**src/rtl/fifo_rd_stream.sv**
```systemverilog
// Reads words from a registered-output FIFO and streams them out as OUT_WIDTH slices.
// One read per word; LOAD captures the word the cycle after the read, SEND serialises it.
`timescale 1ns/1ps
module fifo_rd_stream #(
   parameter int DATA_WIDTH = 32,
   parameter int OUT_WIDTH  = 8,
   parameter int MSB_FIRST  = 0
) (
   input  logic                  clk,
   input  logic                  rst_n,
   input  logic                  enable,
   input  logic                  fifo_empty,
   output logic                  fifo_rd_en,
   input  logic [DATA_WIDTH-1:0] fifo_data,
   output logic                  m_valid,
   input  logic                  m_ready,
   output logic [OUT_WIDTH-1:0]  m_data,
   output logic                  m_last
);

   localparam int NSLICE = DATA_WIDTH / OUT_WIDTH;
   localparam int CW     = (NSLICE > 1) ? $clog2(NSLICE) : 1;
   localparam logic [CW-1:0] LAST_IDX = CW'(NSLICE - 1);

   typedef enum logic [1:0] {IDLE, LOAD, SEND} state_t;

   state_t                 state_q, state_d;
   logic [CW-1:0]          cnt_q, cnt_d;
   logic [DATA_WIDTH-1:0]  sreg_q, sreg_d, sreg_next;
   logic                   valid_q, valid_d;
   logic [OUT_WIDTH-1:0]   data_q, data_d;
   logic                   last_q, last_d;
   logic                   hs, last_hs;

   // The slice on the wire is always the head of the shift register.
   function automatic logic [OUT_WIDTH-1:0] head(input logic [DATA_WIDTH-1:0] w);
      if (MSB_FIRST != 0) return w[DATA_WIDTH-1 -: OUT_WIDTH];
      else                return w[OUT_WIDTH-1:0];
   endfunction

   assign hs        = valid_q && m_ready;
   assign last_hs   = hs && last_q;
   assign sreg_next = (MSB_FIRST != 0) ? (sreg_q << OUT_WIDTH) : (sreg_q >> OUT_WIDTH);

   // Reading on the final handshake lets the next word land during the single LOAD bubble.
   assign fifo_rd_en = rst_n && enable && !fifo_empty &&
                       ((state_q == IDLE) || ((state_q == SEND) && last_hs));

   always_comb begin
      state_d = state_q;
      cnt_d   = cnt_q;
      sreg_d  = sreg_q;
      valid_d = valid_q;
      data_d  = data_q;
      last_d  = last_q;
      case (state_q)
         IDLE: begin
            if (fifo_rd_en) state_d = LOAD;
         end
         LOAD: begin
            sreg_d  = fifo_data;
            cnt_d   = '0;
            valid_d = 1'b1;
            data_d  = head(fifo_data);
            last_d  = (NSLICE == 1);
            state_d = SEND;
         end
         SEND: begin
            if (hs) begin
               if (last_q) begin
                  valid_d = 1'b0;
                  data_d  = '0;
                  last_d  = 1'b0;
                  cnt_d   = '0;
                  state_d = fifo_rd_en ? LOAD : IDLE;
               end else begin
                  cnt_d  = cnt_q + CW'(1);
                  sreg_d = sreg_next;
                  data_d = head(sreg_next);
                  last_d = (cnt_d == LAST_IDX);
               end
            end
         end
         default: begin
            state_d = IDLE;
            valid_d = 1'b0;
            data_d  = '0;
            last_d  = 1'b0;
         end
      endcase
   end

   always_ff @(posedge clk or negedge rst_n) begin
      if (!rst_n) begin
         state_q <= IDLE;
         cnt_q   <= '0;
         sreg_q  <= '0;
         valid_q <= 1'b0;
         data_q  <= '0;
         last_q  <= 1'b0;
      end else begin
         state_q <= state_d;
         cnt_q   <= cnt_d;
         sreg_q  <= sreg_d;
         valid_q <= valid_d;
         data_q  <= data_d;
         last_q  <= last_d;
      end
   end

   assign m_valid = valid_q;
   assign m_data  = data_q;
   assign m_last  = last_q;

endmodule

```
**config.mk**
```make
export PLATFORM = sky130hd
export DESIGN_NAME = fifo_rd_stream
export DESIGN_NICKNAME = d
export VERILOG_FILES = /design/src/rtl/fifo_rd_stream.sv
export SDC_FILE = /design/constraint.sdc
export NUM_CORES = 1
export LEC_CHECK = 0
export BUFFER_PORTS_ARGS = -buffer_cell sky130_fd_sc_hd__buf_2
export CORE_MARGIN = 1
export CORE_UTILIZATION = 39
export DETAILED_ROUTE_END_ITERATION = 7
export PLACE_DENSITY_LB_ADDON = 0.08
export SLEW_MARGIN = 20
export SYNTH_ARGS = -nofsm -noshare
export SYNTH_HDL_FRONTEND = slang
export SYNTH_SLANG_ARGS = --single-unit
```
**constraint.sdc**
```tcl
create_clock -name clk -period 3.9 [get_ports clk]
set_clock_uncertainty 0.1 [all_clocks]
set_input_delay 0.585 -clock clk [delete_from_list [all_inputs] [get_ports clk]]
set_output_delay 0.585 -clock clk [all_outputs]
set_load 0.01 [all_outputs]
```
### After elaboration in Yosys (flattened, before gate mapping)

Index checks and enable logic that the tools add are counted.

| cells by class | value |
|---|---|
| add/subtract/negate cells | 1 |
| equality and inequality tests | 7 |
| mux-type cells | 20 |
| bitwise logic cells | 1 |
| reduce and logical (&&, ||, !) cells | 15 |

Operators with widths:

| kind | count |
|---|---|
| $mux 32 | 2 |
| $pmux 32 s2 | 1 |
| $pmux 8 s3 | 1 |
| $mux 8 | 2 |
| $mux 2 | 5 |
| $reduce_and 3->1 | 3 |
| $ne 2x2->1 const B | 4 |
| $logic_and 1x1->1 | 6 |
| $pmux 2 s3 | 1 |
| $mux 1 | 5 |
| $eq 2x2->1 const B | 2 |
| $pmux 2 s2 | 1 |
| $reduce_and 2->1 | 2 |
| $pmux 1 s3 | 1 |
| $add 2x1->2 const B | 1 |
| $eq 2x1->1 const B | 1 |
| $logic_not 2->1 | 1 |
| $pmux 1 s2 | 1 |
| $reduce_bool 2->1 | 1 |
| $logic_not 1->1 | 1 |
| $logic_or 1x1->1 | 1 |
| $not 1->1 | 1 |

| storage, ports and cells | value |
|---|---|
| register bits after elaboration | 46 |
| output and inout bits | 11 |

### Depth between registers and ports, before layout

Gate-level depths: netlist of the first run.

| logic depth | value |
|---|---|
| word-level depth | 9 |
| mapped depth | 7 |

### Worst setup path before layout of the first run

Ideal clock, no wire load.

| path | value |
|---|---|
| path kind | reg2out |
| start point | register state_q[0] |
| end point | output port fifo_rd_en |
| data arrival time | 1356 ps |
| required time | 3215 ps |
| path slack | 1859 ps |
| cell stages (with the launch flop) | 8 |
| path buffers | 2 |
| cells stage by stage | dfrtp_1 -> inv_1 -> ha_1 -> buf_6 -> buf_2 -> and4_1 -> nor2_1 -> nor2_1 |

| between the ends | value |
|---|---|
| longest elaborated chain between the ends | 4 |
| elaborated cells on any way between the ends | 5 |
| those cells by class | 1 x eq/ne; 4 x reduce/logical |

Ends and longest elaborated chain:

| element | RTL line | text |
|---|---|---|
| start: declaration | 27 | `state_t state_q, state_d;` |
| start signal: assignment | 102 | `state_q <= state_d;` |
| $eq 2x2->1 | 47 | `((state_q == IDLE) \|\| ((state_q == SEND) && last_hs));` |
| $logic_and 1x1->1 | 47 |  |
| $logic_or 1x1->1 (*) | 47 |  |
| $logic_and 1x1->1 (*) | 46 | `assign fifo_rd_en = rst_n && enable && !fifo_empty &&` |
| end: declaration | 13 | `output logic fifo_rd_en,` |

Mark *: on every way between the ends. The rest lies on a longest branch, timed or not.

### Worst setup path in the final report of the first run

| path | value |
|---|---|
| start point | register state_q[0] |
| end point | register sreg_q[17] |

| between the ends | value |
|---|---|
| longest elaborated chain between the ends | 3 |
| elaborated cells on any way between the ends | 7 |
| those cells by class | 4 x eq/ne; 1 x mux; 2 x reduce/logical |

Ends and longest elaborated chain:

| element | RTL line | text |
|---|---|---|
| $eq 2x2->1 or $eq 2x1->1 (tied branches) | 56 | `case (state_q)` |
| $ne 2x2->1 (no line) or $reduce_bool 2->1 (tied branches) | - |  |
| $reduce_and 3->1 (no line) | - |  |
| end signal: assignment | 104 | `sreg_q <= sreg_d;` |
| end: declaration | 29 | `logic [DATA_WIDTH-1:0] sreg_q, sreg_d, sreg_next;` |

Parallel ways exist; a longest one is shown, timed or not.
A chain may end at the register's enable or synchronous reset.

==> flow_metrics.env, run 1 <==
export IMPL_routed_wl_mm=3.922
export IMPL_nNetsFinal=239
export IMPL_final_cell_area_um2=2376
export IMPL_cts_root_buf="clkbuf_8"
export IMPL_yosys_warnings=0
export IMPL_p_total_w=0.001598
export IMPL_finalCriticalPeriod_ns=2.821
export IMPL_dp_hpwl_mm=2.875
export IMPL_numCtsBuffers=5
export IMPL_crit_chain="inv_1 > ha_1 > inv_1 > a32oi_4 > buf_4 > mux2_4"
export IMPL_antenna_cells=0
export IMPL_clk_pin_slew_worst_paths_ns=0.08
export IMPL_yosysTopAreaCell="dfrtp_1"
export IMPL_rsz0062_at_grt="false"
export IMPL_critPathKind="reg -> reg"
export IMPL_syn_area_per_cell_um2=13.57
export IMPL_maxCapViolCount=0
export IMPL_leakage_nw=1.230
export IMPL_drive_gt1_frac=0.5228
export IMPL_grt_pass1_wl_mm=6.679
export IMPL_worst_slew_pin_slew_ns=0.5855
export IMPL_combPwrFrac=0.404
export IMPL_clk_latency_ns=0.29
export IMPL_dp_slack_ns=1.072
export IMPL_track_usage=0.1670
export IMPL_ff2ff_path_depth=6
export IMPL_arrival_ns=2.90
export IMPL_drt_iter0_drc=48
export IMPL_yosysMostFrequentCell="dfrtp_1"
export IMPL_synthTopCellsByCount="dfrtp_1, mux2_2, mux2_4"
export IMPL_grt_pass1_vias=1388
export IMPL_vias_per_cell=5.027
export IMPL_synth_area_top_cells="dfrtp_1, mux2_2, mux2_4"
export IMPL_syn_to_final_growth_pct=18.32
export IMPL_synth_edf_count=0
export IMPL_hold_viol=0
export IMPL_rr_startpoint="state_q[0]$_DFFE_PN0P_"
export IMPL_overflow=0
export IMPL_synth_area_um2=2008
export IMPL_num_vias=1327
export IMPL_synth_top_area_frac=0.4735
export IMPL_dieArea_um2=5440
export IMPL_antenna_found_initial=0
export IMPL_num_rows=25
export IMPL_ant_nets=0
export IMPL_dpl_cell_count=256
export IMPL_syn_nets=191
export IMPL_r2r_end="sreg_q[17]$_DFFE_PN0P_"
export IMPL_io_pins=48
export IMPL_p_sw_w=0.0005128
export IMPL_post_route_period_util=0.7234
export IMPL_seqPwrFrac=0.418
export IMPL_die_w_um=73.76
export IMPL_synthDistinctLibCells=30
export IMPL_route_detailed_drc=0
export IMPL_grt_start_max_net_pins=40
export IMPL_intPower_w=0.001085
export IMPL_startpoint_type="flip-flop"
export IMPL_hold_class="in -> async"
export IMPL_firstDrtPassIters=4
export IMPL_wl_per_cell_um=14.86
export IMPL_rrSetupSlack_ns=1.08
export IMPL_cts_tree="done"
export IMPL_status="finished, final reports clean"
export IMPL_ys_seq_elements=38
export IMPL_required_ns=3.98
export IMPL_start_util=0.4142
export IMPL_worst_slack_ns=1.079
export IMPL_cts_resized=0
export IMPL_synth_main_ff_cell="dfrtp_1"
export IMPL_max_freq_mhz=354.4
export IMPL_fin_tns_setup_ns=0
export IMPL_stdcell_count=264
export IMPL_p_sw_frac=0.3209
export IMPL_max_stage_delay_ns=0.57
export IMPL_irDropWorstVdd_uv=261.4
export IMPL_clkPwrFrac=0.178
export IMPL_slew_limit_headroom=0.6097
export IMPL_placed_area_um2=2281
export IMPL_cts_setup_buffers=0
export IMPL_path_common_cell="inv_1"
export IMPL_core_area_um2=4848
export IMPL_place_congestion=0.7415
export IMPL_drv_slew=0
export IMPL_power_density_nw_per_um2=672.5
export IMPL_syn_inst=148
export IMPL_cts_path_max_buffers=2
export IMPL_synthArstFlopShare=1.000
export IMPL_postCtsHoldBufs=0
export IMPL_crit_path_end_kind="flip-flop"
export IMPL_htreeDepth=2
export IMPL_seq_area_frac_synth=0.4735
export IMPL_die_h_um=73.76
export IMPL_cp_slowest_cell="a32oi_4"
export IMPL_setup_viol=0
export IMPL_clock_sinks=38
export IMPL_io_buffers=47
export IMPL_critPathMaxFanout=14
==> cell families (layout without fill, tap and decap cells) <==
logic type | count (synthesis) | in the layout | synth area share
and+or+nand+nor | 24 | 24 | 0.07601
muxes | 42 | 42 | 0.2579
buffers and inverters | 13 | 62 | 0.04174
AOI/OAI and AO/OA | 25 | 25 | 0.1134
DFF | 38 | 38 | 0.4735
adders and majority gates | 6 | 6 | 0.03738
==> critical path: cells and delay by family (launching register included) <==
family                   cells  cell delay [ns]
AO/OA/AOI/OAI                1             0.57
adder cells (fa/ha/maj)      1             0.52
buffers and inverters        3             0.78
flip-flops                   1             0.42
multiplexers                 1             0.31
==> how the worst max path moves through the flow <==
stage,startpoint,end,slack (ns)
finish,state_q[0]$_DFFE_PN0P_,sreg_q[17]$_DFFE_PN0P_,1.08
CTS,state_q[0]$_DFFE_PN0P_,sreg_q[20]$_DFFE_PN0P_,1.05
detailed placement,state_q[0]$_DFFE_PN0P_,sreg_q[20]$_DFFE_PN0P_,1.07
global route,state_q[0]$_DFFE_PN0P_,sreg_q[20]$_DFFE_PN0P_,0.86
floorplan,state_q[0]$_DFFE_PN0P_,fifo_rd_en,1.86
global placement,state_q[0]$_DFFE_PN0P_,sreg_q[23]$_DFFE_PN0P_,1.20
==> registers in the layout, indices dropped and copies added (netlist names) <==
register,count
state_q,2
m_valid,1
cnt_q,2
m_data,8
sreg_q,24
m_last,1
==> area by class of cell <==
cell class	instances	area, um2
clock buffer	6	82.58
tap	67	83.83
multi-input combinational	97	973.4
timing repair buffer	50	257.7
clock inverter	2	12.51
inverter	4	15.01
fill	456	2472
sequential	38	950.9
==> stage by stage <==
stage	util	hold slack, ns
2_1_floorplan	-	0.1894
3_3_place_gp	0.4705	0.3530
3_5_place_dp	0.4705	0.3664
4_1_cts	0.4901	0.2557
5_1_grt	0.4901	0.2711
6_report	0.4901	0.2383
==> cells in the final DEF (no fill, tap or decap) <==
| cell type | n |
|---|---|
| buf_2 | 47 |
| dfrtp_1 | 38 |
| mux2_2 | 30 |
| mux2_4 | 12 |
| and3_1 | 8 |
| a21o_1 | 8 |
| a22o_1 | 8 |
| ha_1 | 6 |
| clkbuf_8 | 6 |
| inv_1 | 4 |
| nor2_1 | 3 |
| nand3_1 | 3 |
| buf_4 | 3 |
| nand2b_1 | 2 |
| o311ai_0 | 2 |
| a21oi_1 | 2 |
| and2_1 | 2 |
| nand3b_1 | 1 |
| and4_1 | 1 |
| nand4b_1 | 1 |
| nand2_1 | 1 |
| nor2b_4 | 1 |
| a32oi_4 | 1 |
| o32a_1 | 1 |
| and3b_1 | 1 |
| a21oi_4 | 1 |
| a22oi_1 | 1 |
| o32ai_1 | 1 |
| clkinvlp_4 | 1 |
| clkinv_2 | 1 |
==> power by group through the flow <==
stage	sequential [W]	combinational [W]	clock [W]
after floorplan	0.000667	0.000519	0
after global placement	0.000669	0.000634	0
after detailed placement	0.000680	0.000654	0
after CTS	0.000672	0.000657	0.000290
after global routing	0.000694	0.000714	0.000310
final	0.000668	0.000646	0.000284
==> layer usage <==
layer	global-route usage	wire (um)
met5	0	0
met4	0.05128	49
met2	0.2701	1860
met3	0.05213	161
met1	0.2132	1850
Note: power is estimated with default switching activity, not from simulation.
==> run 2, diff against run 1 <==
==> constraint.sdc (replaced) <==
create_clock -name clk -period 2.59 [get_ports clk]
set_clock_uncertainty 0.1 [all_clocks]
set_input_delay 0.3885 -clock clk [delete_from_list [all_inputs] [get_ports clk]]
set_output_delay 0.3885 -clock clk [all_outputs]
set_load 0.01 [all_outputs]
==> run 2 against run 1 <==
- via count fell by 0.38%
- power is 49% higher
- combinational power grew 53%
- global-route usage up 1.0 points
- core utilization decreased by 0.077 points
- final cell count up 0.38%
- hold slack got worse by 0.12 ns
- clock power grew 32%
- non-clock buffer count up 2
- critical endpoint is now fifo_rd_en
==> flow_metrics.env, run 2 (synthesized netlist as in run 1, its figures left out) <==
export IMPL_num_vias=1322
export IMPL_die_w_um=73.76
export IMPL_cp_slowest_cell="dfrtp_1"
export IMPL_largest_register_ffs=24
export IMPL_path_common_cell="nor2_1"
export IMPL_nNetsFinal=241
export IMPL_irDropWorstVdd_uv=397.8
export IMPL_intPower_w=0.001615
export IMPL_cts_path_max_buffers=2
export IMPL_vias_per_cell=4.989
export IMPL_syn_to_final_growth_pct=18.13
export IMPL_grt_start_max_net_pins=39
export IMPL_slew_limit_headroom=0.6792
export IMPL_ff2ff_path_depth=6
export IMPL_critPathKind="reg -> out"
export IMPL_grt_busiest_layer="met2"
export IMPL_maxCapViolCount=0
export IMPL_ant_nets=0
export IMPL_wl_per_cell_um=15.75
export IMPL_crit_buf_inv=3
export IMPL_rr_startpoint="state_q[0]$_DFFE_PN0P_"
export IMPL_crit_start="state_q[0]$_DFFE_PN0P_"
export IMPL_crit_path_end_kind="primary output"
export IMPL_num_rows=25
export IMPL_clk_latency_ns=0.29
export IMPL_grt_pass1_vias=1403
export IMPL_postCtsHoldBufs=0
export IMPL_post_route_period_util=0.9254
export IMPL_htreeDepth=2
export IMPL_route_detailed_drc=0
export IMPL_die_h_um=73.76
export IMPL_firstDrtPassIters=4
export IMPL_arrival_ns=1.91
export IMPL_drive_gt1_frac=0.5152
export IMPL_clk_pin_slew_worst_paths_ns=0.07
export IMPL_drv_slew=0
export IMPL_drt_iter0_drc=39
export IMPL_grt_pass1_wl_mm=7.058
export IMPL_io_buffers=47
export IMPL_io_pins=48
export IMPL_fin_tns_setup_ns=0
export IMPL_p_sw_w=0.0007667
export IMPL_numCtsBuffers=5
export IMPL_layout_commonest_cell="buf_2"
export IMPL_setup_viol=0
export IMPL_cts_tree="done"
export IMPL_rsz0062_at_grt="false"
export IMPL_hold_class="in -> async"
export IMPL_p_total_w=0.002382
export IMPL_cts_setup_buffers=0
export IMPL_cts_root_buf="clkbuf_8"
export IMPL_startpoint_type="flip-flop"
export IMPL_overflow=0
export IMPL_track_usage=0.1771
export IMPL_routed_wl_mm=4.173
export IMPL_status="finished, final reports clean"
export IMPL_seqPwrFrac=0.426
export IMPL_power_density_nw_per_um2=1004
export IMPL_dp_hpwl_mm=3.009
export IMPL_clkPwrFrac=0.158
export IMPL_critPathMaxFanout=14
export IMPL_met1_usage=0.2284
export IMPL_combPwrFrac=0.416
export IMPL_grtUsageMet3=0.04938
export IMPL_final_cell_mix="buf_2, dfrtp_1, mux2_2"
export IMPL_antenna_found_initial=0
export IMPL_p_sw_frac=0.3218
export IMPL_leakage_nw=1.231
export IMPL_timing_critical_path_max_delay_family="buffers and inverters"
export IMPL_crit_chain="inv_1 > ha_1 > buf_4 > and4_1 > nor2_1 > nor2_1 > buf_2"
export IMPL_cp_depth=7
export IMPL_max_freq_mhz=417.2
export IMPL_dieArea_um2=5440
export IMPL_antenna_cells=0
export IMPL_required_ns=2.10
export IMPL_hold_viol=0
export IMPL_grt_util_met2=0.2864
export IMPL_regMostFlops="sreg_q"
export IMPL_max_stage_delay_ns=0.42
export IMPL_place_congestion=0.7398
export IMPL_worst_slew_pin_slew_ns=0.4813
export IMPL_clock_sinks=38
export IMPL_finalCriticalPeriod_ns=2.397
export IMPL_start_util=0.4142
export IMPL_core_area_um2=4848
export IMPL_cts_resized=0
[run 2: cell types whose count changed in the layout (fill, tap and decap cells not counted), sizes merged]
| cell | delta |
|---|---|
| buf | +2 |
| clkbuf | +1 |
| clkinv | -1 |
| clkinvlp | -1 |
[run 2: path summary, 6_finish.rpt]
| check | endpoint | slack [ns] |
|---|---|---|
| max in group asynchronous | sreg_q[24]$_DFFE_PN0P_ | 1.93 |
| hold reg to reg | sreg_q[30]$_DFFE_PN0P_ | 0.37 |
| min in group clk | sreg_q[30]$_DFFE_PN0P_ | 0.33 |
| hold / removal | sreg_q[14]$_DFFE_PN0P_ | 0.12 |
| setup / recovery | fifo_rd_en | 0.19 |
| setup reg to reg | sreg_q[13]$_DFFE_PN0P_ | 0.44 |
[run 2: per-layer routing]
layer | share of wire | vias to the layer above
li1 | - | 640
met1 | 0.46 | 640
met2 | 0.48 | 35
met3 | 0.036 | 7
met4 | 0.014 | 0
met5 | 0 | -
[run 2: power by group through the flow]
stage | Clock (W) | Sequential, W | Combinational [W]
after floorplan | 0 | 0.00100 | 0.000781
after global placement | 0 | 0.00101 | 0.000968
after detailed placement | 0 | 0.00103 | 0.00100
after CTS | 0.000385 | 0.00102 | 0.00101
after global routing | 0.000413 | 0.00105 | 0.00108
final | 0.000376 | 0.00102 | 0.000991
[run 2: area by class of cell]
type | count | area [um2]
clock buffer | 7 | 76.32
fill | 466 | 2476
inverter | 4 | 15.01
multi-input combinational | 97 | 973.4
sequential | 38 | 950.9
tap | 67 | 83.83
timing repair buffer | 52 | 272.8
[run 2: metrics by stage]
| stage | std cells | hold WS [ns] | utilization | worst slack (ns) | area (um2) |
|---|---|---|---|---|---|
| after floorplan | 148 | -0.007091 | - | 0.6510 | 2008 |
| after global placement | 258 | 0.3540 | 0.4735 | 0.5163 | 2296 |
| after detailed placement | 258 | 0.3633 | 0.4735 | 0.4500 | 2296 |
| after CTS | 265 | 0.1477 | 0.4893 | 0.1836 | 2372 |
| after global routing | 265 | 0.1645 | 0.4893 | 0.03738 | 2372 |
| final | 265 | 0.1197 | 0.4893 | 0.1933 | 2372 |
